$ cat config.mk
export PLATFORM = sky130hd
export DESIGN_NAME = costas_loop_filter
export DESIGN_NICKNAME = d
export VERILOG_FILES = /design/src/rtl/bpsk_pkg.sv /design/src/rtl/costas_loop_filter_sat_add.sv /design/src/rtl/costas_loop_filter.sv
export SDC_FILE = /design/constraint.sdc
export NUM_CORES = 1
export LEC_CHECK = 0
export BUFFER_PORTS_ARGS = -buffer_cell sky130_fd_sc_hd__buf_2
export CAP_MARGIN = 20
export CORE_MARGIN = 2
export CORE_UTILIZATION = 31
export CTS_CLUSTER_DIAMETER = 150
export DETAILED_ROUTE_END_ITERATION = 12
export SYNTH_ARGS = -nofsm -noshare
export SYNTH_HDL_FRONTEND = slang
export SYNTH_SLANG_ARGS = --single-unit
$ cat constraint.sdc
create_clock -name clk -period 8.9 [get_ports clk]
set_clock_uncertainty 0.05 [all_clocks]
set_input_delay 0.445 -clock clk [delete_from_list [all_inputs] [get_ports clk]]
set_output_delay 0.445 -clock clk [all_outputs]
set_load 0.02 [all_outputs]
$ cat src/rtl/bpsk_pkg.sv
// Shared widths and the saturating-clamp helper for the BPSK Costas loop.
package bpsk_pkg;

  localparam int PD_W = 26;
  localparam int DF_W = 32;

  // Clamps a sign-extended value into the signed range of 'width' bits.
  // Callers pass a sum that is one bit wider than the target, so the clamp
  // replaces any wrap-around with the nearest representable extreme.
  function automatic logic signed [63:0] sat_trunc(input logic signed [63:0] value,
                                                   input int width);
    logic signed [63:0] hi;
    logic signed [63:0] lo;
    hi = (64'sd1 <<< (width - 1)) - 64'sd1;
    lo = -hi - 64'sd1;
    if (value > hi) begin
      return hi;
    end else if (value < lo) begin
      return lo;
    end else begin
      return value;
    end
  endfunction

endpackage

$ cat src/rtl/costas_loop_filter_sat_add.sv
// Combinational signed adder with clamp to W bits and an overflow flag.
module sat_add
  import bpsk_pkg::*;
#(
  parameter int W = 32
) (
  input  logic signed [W-1:0] a_i,
  input  logic signed [W-1:0] b_i,
  output logic signed [W-1:0] y_o,
  output logic                ovf_o
);

  logic signed [W:0]  sum;
  logic signed [63:0] wide;
  logic signed [63:0] clamped;

  // Add at W+1 bits so the true sum is always representable, then clamp.
  always_comb begin
    sum     = {a_i[W-1], a_i} + {b_i[W-1], b_i};
    wide    = {{(64-W-1){sum[W]}}, sum};
    clamped = sat_trunc(wide, W);
    y_o     = clamped[W-1:0];
    ovf_o   = (clamped != wide);
  end

endmodule

$ cat src/rtl/costas_loop_filter.sv
// PI loop filter for the BPSK Costas loop: integrate-and-dump of the phase
// error, then a shift-only proportional + integral update of the NCO word.
module costas_loop_filter
  import bpsk_pkg::*;
#(
  parameter int DECIM    = 8,
  parameter int KP_SHIFT = 6,
  parameter int KI_SHIFT = 14,
  parameter int OW       = DF_W
) (
  input  logic                 clk,
  input  logic                 rst,
  input  logic                 en,
  input  logic signed [PD_W-1:0] pd,
  input  logic                 hold,
  output logic signed [OW-1:0] df,
  output logic                 df_valid,
  output logic                 sat
);

  localparam int LG    = $clog2(DECIM);
  localparam int CNT_W = (LG > 0) ? LG : 1;
  localparam int AW    = PD_W + LG;
  localparam int EW    = (AW > OW) ? AW : OW;

  // Stage 0 state: running block sum and sample counter (cnt is the sequencer)
  logic signed [AW-1:0]   acc_q, acc_d;
  logic [CNT_W-1:0]       cnt_q, cnt_d;
  logic signed [AW-1:0]   pd_ext;
  logic signed [AW-1:0]   acc_sum;
  logic                   last;

  // Stage 0 -> 1 boundary
  logic signed [AW-1:0]   dump_p1, dump_d;
  logic                   vld_p1, vld_d;

  // Stage 1 state and results
  logic signed [OW-1:0]   integ_q, integ_d;
  logic signed [EW-1:0]   dump_ext;
  logic signed [EW-1:0]   p_ext;
  logic signed [EW-1:0]   i_ext;
  logic signed [OW-1:0]   p_val;
  logic signed [OW-1:0]   i_val;
  logic signed [OW-1:0]   integ_sum;
  logic signed [OW-1:0]   integ_n;
  logic signed [OW-1:0]   df_sum;
  logic                   int_ovf;
  logic                   out_ovf;

  // Stage 1 -> output boundary
  logic signed [OW-1:0]   df_q, df_d;
  logic                   vld_p2, vld_p2_d;
  logic                   sat_q, sat_d;

  // Integrate-and-dump: accumulate accepted samples, hand off every DECIM-th
  always_comb begin
    pd_ext  = AW'(pd);
    acc_sum = acc_q + pd_ext;
    last    = (cnt_q == CNT_W'(DECIM - 1));
    acc_d   = acc_q;
    cnt_d   = cnt_q;
    dump_d  = dump_p1;
    vld_d   = 1'b0;
    if (en) begin
      if (last) begin
        dump_d = acc_sum;
        vld_d  = 1'b1;
        acc_d  = '0;
        cnt_d  = '0;
      end else begin
        acc_d  = acc_sum;
        cnt_d  = cnt_q + 1'b1;
      end
    end
  end

  // Floor shifts of the dump sum, sign-extended into the OW-bit datapath
  always_comb begin
    dump_ext = EW'(dump_p1);
    p_ext    = dump_ext >>> KP_SHIFT;
    i_ext    = dump_ext >>> KI_SHIFT;
    p_val    = p_ext[OW-1:0];
    i_val    = i_ext[OW-1:0];
  end

  sat_add #(.W(OW)) u_integ_add (
    .a_i   (integ_q),
    .b_i   (i_val),
    .y_o   (integ_sum),
    .ovf_o (int_ovf)
  );

  // hold freezes only the integral path; its clamp cannot fire while frozen
  always_comb begin
    integ_n = hold ? integ_q : integ_sum;
  end

  sat_add #(.W(OW)) u_out_add (
    .a_i   (p_val),
    .b_i   (integ_n),
    .y_o   (df_sum),
    .ovf_o (out_ovf)
  );

  // PI update on a dump; df holds between updates, pulses are one cycle
  always_comb begin
    integ_d  = integ_q;
    df_d     = df_q;
    vld_p2_d = vld_p1;
    sat_d    = 1'b0;
    if (vld_p1) begin
      integ_d = integ_n;
      df_d    = df_sum;
      sat_d   = (~hold & int_ovf) | out_ovf;
    end
  end

  // All pipeline state, cleared by active-low synchronous reset
  always_ff @(posedge clk) begin
    if (!rst) begin
      acc_q   <= '0;
      cnt_q   <= '0;
      dump_p1 <= '0;
      vld_p1  <= 1'b0;
      integ_q <= '0;
      df_q    <= '0;
      vld_p2  <= 1'b0;
      sat_q   <= 1'b0;
    end else begin
      acc_q   <= acc_d;
      cnt_q   <= cnt_d;
      dump_p1 <= dump_d;
      vld_p1  <= vld_d;
      integ_q <= integ_d;
      df_q    <= df_d;
      vld_p2  <= vld_p2_d;
      sat_q   <= sat_d;
    end
  end

  assign df       = df_q;
  assign df_valid = vld_p2;
  assign sat      = sat_q;

endmodule

Word-level counts from Yosys, hierarchy flattened
Cells that the tools add are included.
{"block": "totals", "regBits": 128, "in_bits": 30, "out_inout_bits": 34, "elab_cells": 33}
{"block": "classes", "add_sub_neg": 4, "n_lt_le_gt_ge": 4, "n_eq_ne": 3, "mux": 8, "bitwise_logic": 3, "n_reduce_logical": 3}
{"operator": "$mux W64", "n": 4}
{"operator": "$ne A64 B33 Y1", "n": 2}
{"operator": "$gt A33 B32 Y1 const B", "n": 2}
{"operator": "$lt A33 B32 Y1 const B", "n": 2}
{"operator": "$add A23 B32 Y33", "n": 1}
{"operator": "$add A32 B15 Y33", "n": 1}
{"operator": "$mux W32", "n": 1}
{"operator": "$add A29 B26 Y29", "n": 1}
{"operator": "$mux W29", "n": 1}
{"operator": "$reduce_and A2 Y1", "n": 3}
{"operator": "$add A3 B1 Y3 const B", "n": 1}
{"operator": "$eq A3 B3 Y1 const B", "n": 1}
{"operator": "$mux W3", "n": 1}
{"operator": "$and A1 B1 Y1", "n": 1}
{"operator": "$mux W1", "n": 1}
{"operator": "$not A1 Y1", "n": 1}
{"operator": "$or A1 B1 Y1", "n": 1}

Depth between registers and ports, before layout
Gate-level depths: netlist of the first run.
{"block": "logic_depth", "depth_word": 11, "ltp_mapped": 26, "mapped_depth_nobuf": 25}

Hierarchy
A second synthesis of the first run with hierarchy kept.
{"block": "unflattened", "cells_unflattened": 1300, "hier_area_um2": 10791.6}
{"module": "costas_loop_filter", "instances": 1, "cells_each": 711, "area_each_um2": 6550.0, "seq_area_each_um2": 2442.3}
{"module": "sat_add at u_integ_add", "instances": 1, "cells_each": 295, "area_each_um2": 2197.1, "seq_area_each_um2": 0.0}
{"module": "sat_add at u_out_add", "instances": 1, "cells_each": 294, "area_each_um2": 2044.5, "seq_area_each_um2": 0.0}

Worst setup path before layout of the first run
No wires, ideal clock.
{"block": "synth_path", "kind": "register to register", "start": "register dump_p1[28]", "end": "register df_q[15] (netlist: df[15])", "setup_time_ns": 0.117, "arrival_ns": 5.771, "required_time_ns": 8.733, "path_slack_ns": 2.962, "stages_incl_launch_ff": 25, "path_buffers": 2, "period_less_slack_ns": 5.938, "path_cell_list": "dfxtp_1 ha_1 a21o_1 a21o_1 a21oi_1 o21ai_0 or3_1 a2bb2oi_4 o31ai_4 or2_1 buf_2 o21ai_1 o21ai_1 ha_1 fa_1 nand3_1 a21boi_1 o211ai_1 a211oi_1 nor3_1 o31ai_2 o31ai_2 buf_2 o21ai_0 a32o_1"}
{"block": "synth_between", "elab_chain_len": 9, "word_cells_on_any_way": 11, "cone_classes": "add/sub: 2; order compare: 4; mux: 5"}
{"item": "start: declaration", "line": "costas_loop_filter.sv:34", "source": "logic signed [AW-1:0] dump_p1, dump_d;"}
{"item": "start signal: assignment", "line": "costas_loop_filter.sv:132", "source": "dump_p1 <= dump_d;"}
{"item": "$add A32 B15 Y33 (*)", "line": "costas_loop_filter_sat_add.sv:19", "source": "sum = {a_i[W-1], a_i} + {b_i[W-1], b_i};"}
{"item": "$lt A33 B32 Y1", "line": "bpsk_pkg.sv:18", "source": "end else if (value < lo) begin"}
{"item": "$mux W64", "line": "bpsk_pkg.sv:18"}
{"item": "$mux W64 (*)", "line": "bpsk_pkg.sv:16", "source": "if (value > hi) begin"}
{"item": "$mux W32 (*)", "line": "costas_loop_filter.sv:95", "source": "integ_n = hold ? integ_q : integ_sum;"}
{"item": "named net integ_n[0]", "line": "costas_loop_filter.sv:45", "source": "logic signed [OW-1:0] integ_n;"}
{"item": "$add A23 B32 Y33 (*)", "line": "costas_loop_filter_sat_add.sv:19"}
{"item": "$lt A33 B32 Y1", "line": "bpsk_pkg.sv:18"}
{"item": "$mux W64", "line": "bpsk_pkg.sv:18"}
{"item": "$mux W64 (*)", "line": "bpsk_pkg.sv:16"}
{"item": "end signal: assignment", "line": "costas_loop_filter.sv:126", "source": "df_q <= '0;"}
{"item": "end signal: assignment", "line": "costas_loop_filter.sv:135", "source": "df_q <= df_d;"}
{"item": "end: declaration", "line": "costas_loop_filter.sv:51", "source": "logic signed [OW-1:0] df_q, df_d;"}
The timed path passes the listed nets; every way through them passes the cells marked *.
A chain may end at the register's enable or synchronous reset.

Worst setup path in the final report of the first run
{"block": "layout_path", "start": "register dump_p1[28]", "end": "register df_q[30] (netlist: df[30])"}
The elaborated chain is that of the path after synthesis.

==> results of run 1 <==
-- Yosys cell counts (25+ instances only) --
| cell | count |
|---|---|
| maj3_2 | 25 |
| ha_1 | 95 |
| clkbuf_1 | 49 |
| o21ai_0 | 115 |
| dfxtp_1 | 122 |
| xnor2_1 | 37 |
| nand2_1 | 101 |
| a21o_1 | 35 |
| inv_1 | 32 |
| xor2_1 | 36 |
| nor2_1 | 138 |
| nand3_1 | 42 |
| a21oi_1 | 153 |
-- worst max-delay path by stage --
stage          cells after the start   startpoint      to
6_report                          23  dump_p1[28]  df[30]
5_1_grt                           23  dump_p1[28]  df[30]
4_1_cts                           23  dump_p1[28]  df[30]
3_5_place_dp                      23  dump_p1[28]  df[30]
3_3_place_gp                      20  dump_p1[28]  df[15]
2_1_floorplan                     24  dump_p1[28]  df[15]
-- stage by stage --
step           std cells  hold slack [ns]
2_1_floorplan       1290            0.391
3_3_place_gp        1703            0.405
3_5_place_dp        1704            0.405
4_1_cts             1736            0.321
5_1_grt             1737            0.374
6_report            1737            0.332
-- area by class of cell --
class	instances	area, µm²
clock inverters	11	144
multi-input cells	1073	7210
fillers	3292	20400
well taps	402	503
repair buffers	75	433
flip-flops and latches	122	2440
clock buffers	21	470
inverters	33	124
-- cells in the final DEF, fill, tap and decap left out, types with 12 or more instances in the layout --
| master | synthesis | layout |
|---|---|---|
| o21ai_0 | 115 | 115 |
| inv_1 | 32 | 31 |
| and3_1 | 12 | 12 |
| nor3_1 | 19 | 19 |
| nand2b_1 | 16 | 16 |
| o21a_1 | 12 | 12 |
| nand3_1 | 42 | 42 |
| xor2_1 | 36 | 36 |
| maj3_1 | 12 | 12 |
| buf_2 | 9 | 63 |
| ha_1 | 95 | 95 |
| dfxtp_1 | 122 | 121 |
| maj3_2 | 25 | 25 |
| nor2_1 | 138 | 138 |
| nand2_1 | 101 | 101 |
| a21o_1 | 35 | 35 |
| clkbuf_16 | 0 | 17 |
| a21oi_1 | 153 | 153 |
| o21ai_1 | 18 | 18 |
| xnor2_1 | 37 | 37 |
-- cells by family (layout without fill, tap and decap cells) --
family | count (synthesis) | count (layout)
buf+inv | 95 | 140
simple gates | 384 | 384
mux | 18 | 18
fa+ha+maj | 135 | 135
flops | 122 | 122
xor+xnor | 75 | 75
compound gates | 461 | 461
-- registers in the layout, summed over array words and instances (netlist names) --
signal	count
df_valid	1
dump_p1	23
cnt_q	3
vld_p1	1
acc_q	29
sat	1
integ_q	32
df	32
-- critical path: stages, from the launching register on --
cell	delay, ns
dfxtp_1	0.66
buf_4	0.33
ha_1	0.28
nand4_1	0.17
or3_1	0.47
nor2_1	0.13
a31oi_1	0.11
nand3b_1	0.15
xor2_2	0.78
and2_1	0.55
o21ai_1	0.13
o21ai_1	0.16
ha_1	0.25
fa_1	0.24
nand3_1	0.11
a21boi_1	0.19
o211ai_1	0.16
a211oi_1	0.51
nor3_1	0.18
o31ai_2	0.48
o31ai_4	0.19
buf_8	0.20
a21boi_0	0.32
a22o_1	0.20
-- power by group --
part	leakage (nW)	internal, mW	switching, mW
registers	0.989	0.565	0.0104
clock network	0.291	0.461	0.274
logic	3.67	0.107	0.158
-- per-layer routing --
metal	part of all wire (%)	GRT usage, %	vias to the layer above	routed length [µm]
met5	0.046	0	-	13
met4	2.8	6.50	2	775
met3	4.7	2.85	52	1330
met2	46	27.5	249	12900
met1	47	21.8	4454	13200
li1	-	-	4789	-
==> summary.txt, run 1 <==
Timing
  • Final Hold Vio Count: 0
  • Final WS setup: 1.80 ns
  • Max Slew Vio Count: 0
  • Setup TNS: 0 ns
  • Min Clock Period, post-route: 7.10 ns
  • Part of the cycle the worst path needs: 79.7%
  • Final setup vio count: 0
  • Slew margin rel.: 34.5%
  • Fmax: 0.141 GHz
  • Actual slew at the worst max-slew pin: 0.981 ns
  • RSZ-0062 raised after global routing: no

Finish
  • Diode count: 0
  • NumNets Final: 1450
  • Final Cell Area: 11300 µm²
  • Area added between synthesis and finish: 13.1%
  • Layout cells sized above 1: 13.2%
  • Final core utilization: 35.7%

Placed design
  • I/O Buffers: 63
  • Placement Setup Slack: 1.88 ns
  • Post-DP HPWL: 20700 µm
  • Gpl congestion: 0.906
  • Placement Cell Area: 10700 µm²

Drt
  • Routed wire length per instance: 16.2 µm
  • DRT Pass-1 Iters: 5
  • Vias per Instance: 5.50
  • DRC Markers: 0
  • Starting DRC count in detailed routing: 623
  • Total number of vias: 9546
  • Antenna Violating Nets Remaining: 0
  • Drt total wl: 28200 µm

Critical path
  • Worst Path Arrival: 7.41 ns
  • Setup CP Type: register to register
  • Reg2reg setup slack: 1.80 ns
  • Reg-to-Reg End: df[30]
  • Worst-path fanout max: 21
  • WP data required: 9.22 ns
  • Worst R2R Path Depth: 23
  • Worst setup SP type: register
  • Worst R2R Start: dump_p1[28]
  • CP endpoint kind: register

Yosys
  • Yosys warning count: 0
  • Post-Synthesis Cells: 1290
  • Area share of the largest cell type after synthesis: 24.4%
  • Complex-gate fraction of the synthesized area: 29.0%
  • Top_reg_cell synth: dfxtp_1
  • Yosys reg bits: 122
  • Largest area contributor in the netlist: dfxtp_1
  • Syn Area/Cell: 7.77 µm²
  • Mapped Area: 10000 µm²
  • Post-synthesis mux area share: 2.20%
  • Synth top area cells: dfxtp_1 (24%), ha_1 (12%), a21oi_1 (7.6%), o21ai_0 (5.7%), nor2_1 (5.2%)
  • Distinct cells, synth: 83
  • Main combinational cell family by area after synthesis: compound AO/OA/AOI/OAI gates
  • Synth Area in XOR/XNOR: 6.70%
  • Seq/Total Area, Yosys: 24.4%
  • Post-synth EDFFs: 0
  • Simple-gate share of the synthesized area: 17.5%
  • Adder-cell share of the synthesized area: 16.5%
  • Post-Syn Nets: 1418
  • Asr flop ratio synth: 0%

Clock tree
  • H-Tree Depth: 4
  • Clock net sink count: 122
  • Clk slew on worst S/H paths: 0.06 ns
  • Clock latency on the worst-skew pair: 0.43 ns
  • CTS tree: built
  • Clock root buffer master: clkbuf_16
  • Clk buf depth: 2
  • Post-CTS Resized: 0
  • Setup repair bufs after CTS: 0
  • Total CTS buffers: 17
  • Cts hold-fix bufs: 0

Floorplanning
  • Starting Density: 31.6%
  • Core footprint: 31700 µm²
  • Die area: 33800 µm²
  • Die Y: 184 µm
  • Die width: 184 µm
  • Number of cell rows: 65
  • Ports: 64

Worst hold path
  • Hold Path Depth: 4
  • Min-Delay Startpoint: pd[0]
  • Worst hold endpoint: acc_q[0]
  • HP Class: primary input to register

Global routing
  • Global-route usage over all layers: 16.7%
  • First-pass GRT wire length: 45500 µm
  • Vias in the first global route: 8982
  • Largest net degree at the start of global routing: 71
  • Gr ovfl total: 0
  • Antenna violations before repair: 1

Power and ir drop
  • VDD IR max: 0.000121 V
  • Tot Pwr: 1.58 mW
  • Leak Pwr: 4.95 nW
  • Power density over cell area: 139 nW/µm²

Run status
  • Outcome: finished, final reports clean

Flow run
  • Max_cap viols: 0
No activity file was read; power rests on OpenSTA's default activity.
==> inputs of run 2 (changes only) <==
- clock period: 8.9 -> 6.06 ns (I/O delays scaled with it)
==> summary.txt, run 2 (synthesis gave the netlist of run 1 again) <==
Power and ir drop
  • Clock power share: 47.4% (+0.7 points)
  • Sequential Power Share: 35.7% (-0.8 points)
  • Cell internal pwr: 1.71 mW (+51%)
  • Power density over cell area: 200 nW/µm² (+44%)
  • Leak Pwr: 5.17 nW (+4.5%)
  • Sw Pwr: 0.658 mW (+49%)
  • Combinational share of power: 16.8% (about the same)
  • VDD IR max: 0.000220 V (+82%)
  • Tot Pwr: 2.36 mW (+50%)
  • Net Sw Frac: 27.8% (-0.28 points)

Finish
  • Most frequent cells in the layout: a21oi_1 (153), nor2_1 (137), dfxtp_1 (116), o21ai_0 (112), nand2_1 (101)
  • NumNets Final: 1491 (+2.8%)
  • Non-filler instance count after layout: 1777 (+2.3%)
  • Most common cell after layout, fill and taps aside: a21oi_1
  • Layout cells sized above 1: 17.7% (+4.5 points)
  • Diode count: 0 (unchanged)
  • Final Cell Area: 11800 µm² (+4.6%)
  • Area added between synthesis and finish: 18.2%

Floorplanning
  • Ports: 64 (unchanged)
  • Die Y: 184 µm (unchanged)
  • Number of cell rows: 65 (unchanged)
  • Die width: 184 µm (unchanged)
  • Die area: 33800 µm² (unchanged)
  • Core footprint: 31700 µm² (unchanged)
  • Starting Density: 31.6% (unchanged)

Timing
  • Setup TNS: 0 ns (unchanged)
  • Final Hold Vio Count: 0 (unchanged)
  • Fmax: 0.172 GHz (+22%)
  • Final setup vio count: 0 (unchanged)
  • Min Clock Period, post-route: 5.83 ns (-1.27 ns)
  • Worst hold slack: 0.178 ns (-0.154 ns)
  • Actual slew at the worst max-slew pin: 0.716 ns (-0.265 ns)
  • Max Slew Vio Count: 0 (unchanged)
  • Part of the cycle the worst path needs: 96.2% (+16 points)
  • Slew margin rel.: 52.3% (+18 points)

Critical path
  • Setup CP Type: register to register
  • CP endpoint kind: register
  • Worst setup SP type: register
  • Worst Path Arrival: 6.14 ns (-1.27 ns)
  • Worst-path fanout max: 20 (-4.8%)
  • WP data required: 6.37 ns (-2.85 ns)

Global routing
  • First-pass GRT wire length: 47800 µm (+5.0%)
  • Antenna violations before repair: 0 (-1)
  • Gr ovfl total: 0 (unchanged)
  • Vias in the first global route: 9213 (+2.6%)
  • Largest net degree at the start of global routing: 60 (-15%)
  • Global-route usage over all layers: 17.6% (+0.93 points)

Drt
  • Vias per Instance: 5.41 (-1.6%)
  • Antenna Violating Nets Remaining: 0 (unchanged)
  • Starting DRC count in detailed routing: 611 (-1.9%)
  • DRT Pass-1 Iters: 5 (unchanged)
  • Total number of vias: 9609 (+0.66%)
  • Routed wire length per instance: 16.7 µm (+2.9%)
  • DRC Markers: 0 (unchanged)
  • Drt total wl: 29700 µm (+5.2%)

Clock tree
  • Clk slew on worst S/H paths: 0.06 ns (about the same)
  • Cts hold-fix bufs: 0 (unchanged)
  • Total CTS buffers: 17 (unchanged)
  • Clock latency on the worst-skew pair: 0.43 ns (about the same)
  • H-Tree Depth: 4 (unchanged)
  • Clock net sink count: 122 (unchanged)
  • CTS tree: built
  • Clk buf depth: 2 (unchanged)
  • Clock root buffer master: clkbuf_16

Run status
  • Outcome: finished, final reports clean

Worst hold path
  • HP Class: primary input to register

Placed design
  • I/O Buffers: 63 (unchanged)
  • Gpl congestion: 0.924 (+2.0%)
  • Placement Cell Area: 10900 µm² (+2.3%)
  • Placed insts: 1735 (+1.8%)
  • Post-DP HPWL: 22000 µm (+6.1%)

Flow run
  • Max_cap viols: 0 (unchanged)
## run 2: cell types whose count changed in the layout (fill, tap and decap cells not counted), moves of 3 or more
cell     delta
o21ai_0     -3
dfxtp_1     -5
dfxtp_2     +5
ha_1        -9
buf_4      +38
ha_2        +7
## run 2: timing repair
action | in CTS | in global routing
resized for setup | 1 | 41
pin swaps | 1 | 17
setup endpoints to repair | 29 | 33
hold endpoints to repair | 0 | 0
setup buffers | 2 | 8
## run 2: stage by stage
step           worst slack (ns)  utilization (%)
5_1_grt                 -0.0583             37.4
6_report                  0.230             37.4
2_1_floorplan             0.122                -
3_3_place_gp            -0.0367             34.5
3_5_place_dp             -0.151             34.5
4_1_cts                   0.102             36.6
## run 2: critical path: stages (launching register included)
cell and delay [ns]:
dfxtp_1 0.39, ha_1 0.27, a211oi_1 0.33, o21ai_0 0.22, nand2_1 0.20, nand3_2 0.14
a31oi_2 0.23, nand3b_1 0.15, xor2_2 0.23, buf_4 0.20, maj3_2 0.31, mux2_4 0.28
ha_1 0.33, a21oi_1 0.24, o21ai_2 0.13, o21ai_2 0.26, a2111oi_4 0.14, o31a_1 0.38
a211oi_4 0.43, xnor2_2 0.17, buf_12 0.18, maj3_1 0.33, a21oi_1 0.15
## run 2: worst paths after layout
| check | end | slack, ns | cells after the start | from |
|---|---|---|---|---|
| worst max-delay path | df[4] | 0.23 | 22 | integ_q[1] |
| worst min-delay path | acc_q[0] | 0.18 | 4 | pd[0] |
| worst max register to register | df[4] | 0.23 | 22 | integ_q[1] |
| worst min register to register | dump_p1[13] | 0.42 | 2 | dump_p1[13] |
## run 2: routing by layer
metal  track usage [%]  part of all wire [%]
met1              23.7                    48
met2              29.3                    47
met4              4.77                   1.3
met5                 0                     0
met3              2.75                   3.8
## run 2: power by group through the flow
stage          logic, mW  clock network, mW  registers (mW)
2_1_floorplan      0.297                  0           0.858
3_3_place_gp       0.387                  0           0.861
3_5_place_dp       0.391                  0           0.862
4_1_cts            0.394               1.14           0.845
5_1_grt            0.443               1.18           0.848
6_report           0.398               1.12           0.845
## run 2: final cells by class
type / count / area (µm²)
tap: 402 / 503
multi-input combinational: 1073 / 7370
inverter: 33 / 124
clock inverter: 11 / 169
clock buffer: 20 / 467
sequential: 122 / 2450
timing repair buffer: 116 / 766
fill: 3264 / 19900
==> inputs of run 3 (changes only) <==
- REMOVE_ABC_BUFFERS: unset -> 1
==> summary.txt, run 3 (synthesis gave the netlist of run 1 again) <==
Run status
  • Outcome: finished, final reports clean

Critical path
  • Max incr delay on CP: 0.45 ns (+0.02 ns)
  • Crit-path cells: ha_1 -> a21oi_2 -> o21ai_1 -> a221o_1 -> a221o_1 -> a21oi_4 -> a2bb2oi_4 -> o31ai_4 -> buf_4 -> maj3_1 -> mux2_2 -> ha_1 -> buf_4 -> a21oi_1 -> o21ai_0 -> a31oi_1 -> o21ai_1 -> o31a_1 -> a211oi_4 -> buf_4 -> xnor2_2 -> buf_12 -> maj3_1 -> a21oi_1
  • WP buf/inv: 4 (+2)
  • Critical path's top delay family: compound AO/OA/AOI/OAI gates
  • Crit. path cell count: 24 (+9.1%)
  • CP endpoint kind: register
  • Setup CP Type: register to register
  • Worst Path Arrival: 6.11 ns (-0.03 ns)
  • Worst setup SP type: register
  • Most used cell, CP: buf_4
  • WP data required: 6.37 ns (about the same)
  • Worst R2R Path Depth: 24 (+9.1%)
  • Worst-path fanout max: 26 (+30%)
  • Slowest cell on crit path: dfxtp_1

Timing
  • Final setup vio count: 0 (unchanged)
  • Slew margin rel.: 25.8% (-26 points)
  • Worst hold slack: 0.0969 ns (-0.0813 ns)
  • Final WS setup: 0.258 ns (+0.0278 ns)
  • Actual slew at the worst max-slew pin: 1.11 ns (+0.392 ns)
  • Min Clock Period, post-route: 5.80 ns (-0.0278 ns)
  • Fmax: 0.172 GHz (+0.48%)
  • Final Hold Vio Count: 0 (unchanged)
  • Setup TNS: 0 ns (unchanged)
  • Max Slew Vio Count: 0 (unchanged)
  • Part of the cycle the worst path needs: 95.7% (-0.46 points)

Global routing
  • Vias in the first global route: 9076 (-1.5%)
  • Global-route usage over all layers: 17.6% (-0.069 points)
  • First-pass GRT wire length: 47500 µm (-0.68%)
  • Antenna violations before repair: 0 (unchanged)
  • Largest net degree at the start of global routing: 69 (+15%)
  • Gr ovfl total: 0 (unchanged)

Power and ir drop
  • VDD IR max: 0.000182 V (-17%)
  • Net Sw Frac: 29.1% (+1.3 points)
  • Power density over cell area: 194 nW/µm² (-2.6%)
  • Tot Pwr: 2.26 mW (-4.3%)
  • Leak Pwr: 5.13 nW (-0.89%)
  • Cell internal pwr: 1.60 mW (-6.0%)
  • Combinational share of power: 17.2% (+0.4 points)
  • Clock power share: 45.4% (-2.0 points)
  • Sw Pwr: 0.659 mW (+0.27%)
  • Sequential Power Share: 37.3% (+1.6 points)

Floorplanning
  • Number of cell rows: 65 (unchanged)
  • Starting Density: 31.6% (unchanged)
  • Die area: 33800 µm² (unchanged)
  • Core footprint: 31700 µm² (unchanged)
  • Die width: 184 µm (unchanged)
  • Ports: 64 (unchanged)
  • Die Y: 184 µm (unchanged)

Placed design
  • Placement Setup Slack: 0.0394 ns (+0.191 ns)
  • I/O Buffers: 63 (unchanged)
  • Post-DP HPWL: 21700 µm (-1.3%)
  • Gpl congestion: 0.905 (-2.0%)

Clock tree
  • Clock latency on the worst-skew pair: 0.43 ns (about the same)
  • Cts hold-fix bufs: 0 (unchanged)
  • Clock net sink count: 122 (unchanged)
  • Total CTS buffers: 17 (unchanged)
  • H-Tree Depth: 4 (unchanged)
  • Clk slew on worst S/H paths: 0.06 ns (about the same)
  • Clk buf depth: 2 (unchanged)
  • Clock root buffer master: clkbuf_16
  • CTS tree: built

Drt
  • DRT Pass-1 Iters: 5 (unchanged)
  • DRC Markers: 0 (unchanged)
  • Vias per Instance: 5.39 (-0.33%)
  • Drt total wl: 29200 µm (-1.4%)
  • Routed wire length per instance: 16.5 µm (-1.3%)
  • Starting DRC count in detailed routing: 769 (+26%)
  • Antenna Violating Nets Remaining: 0 (unchanged)
  • Total number of vias: 9561 (-0.50%)

Finish
  • Multi-input logic area: 7270 µm² (-1.3%)
  • Most common cell after layout, fill and taps aside: a21oi_1
  • Final core utilization: 36.7% (-0.66 points)
  • Diode count: 0 (unchanged)
  • Register area: 2440 µm² (-0.26%)
  • Filler Cell Count: 3304 (+1.2%)
  • NumNets Final: 1487 (-0.27%)
  • Area added between synthesis and finish: 16.1%
  • Most frequent cells in the layout: a21oi_1 (152), nor2_1 (138), dfxtp_1 (121), o21ai_0 (112), nand2_1 (101)
  • Layout cells sized above 1: 16.3% (-1.4 points)

Worst hold path
  • HP Class: primary input to register
  • Hold Path Depth: 3 (-1)

Flow run
  • Max_cap viols: 0 (unchanged)
## run 3: cell types whose count changed in the layout (fill, tap and decap cells not counted), moves of 3 or more
cell,change
ha_1,+8
ha_2,-6
dfxtp_1,+5
dfxtp_2,-5
a21oi_2,+3
clkinv_4,+3
## run 3: through the flow
stage | instance area [µm²] | instances
6_report | 11600 | 1774
5_1_grt | 11600 | 1774
4_1_cts | 11600 | 1770
3_5_place_dp | 11000 | 1738
3_3_place_gp | 11000 | 1738
2_1_floorplan | 9770 | 1228
## run 3: repair_timing
action / CTS / global route
endpoints found under the setup margin: 1 / 33
gates cloned: 0 / 0
pin swaps: 0 / 4
gates resized for setup: 1 / 15
setup buffers: 0 / 4
## run 3: path summary, 6_finish.rpt
path / from / to / slack (ns)
max: dump_p1[25] / df[3] / 0.26
min: rst / df[31] / 0.1
max reg2reg: dump_p1[25] / df[3] / 0.26
min reg2reg: acc_q[4] / acc_q[4] / 0.41
## run 3: final cells by class
cell class	count	area share, %
Inverter	33	1.06
Tap cell	402	4.32
Clock buffer	18	3.77
Clock inverter	14	1.28
Sequential cell	122	21.0
Timing Repair Buffer	112	6.08
Multi-Input combinational cell	1073	62.5
## run 3: power by group through the flow
stage	clock [mW]	combinational [mW]	sequential, mW
after detailed placement	0	0.385	0.862
after global routing	1.08	0.440	0.847
after floorplan	0	0.284	0.858
final	1.03	0.390	0.844
after CTS	1.05	0.389	0.844
after global placement	0	0.381	0.861
## run 3: worst register-to-register path, cell delays in order, from the launching register on
cell and delay (ns):
dfxtp_1 0.45, ha_1 0.37, a21oi_2 0.16, o21ai_1 0.10, a221o_1 0.33, a221o_1 0.39
a21oi_4 0.17, a2bb2oi_4 0.20, o31ai_4 0.10, buf_4 0.21, maj3_1 0.39, mux2_2 0.29
ha_1 0.34, buf_4 0.18, a21oi_1 0.14, o21ai_0 0.12, a31oi_1 0.18, o21ai_1 0.10
o31a_1 0.31, a211oi_4 0.24, buf_4 0.18, xnor2_2 0.08, buf_12 0.17, maj3_1 0.34
a21oi_1 0.14
## run 3: metal layers
metal  global-route usage, %  share of wire, %
met1                    23.9                48
met2                    28.9                46
met3                    2.73               4.5
met4                    4.74               1.6
met5                       0                 0
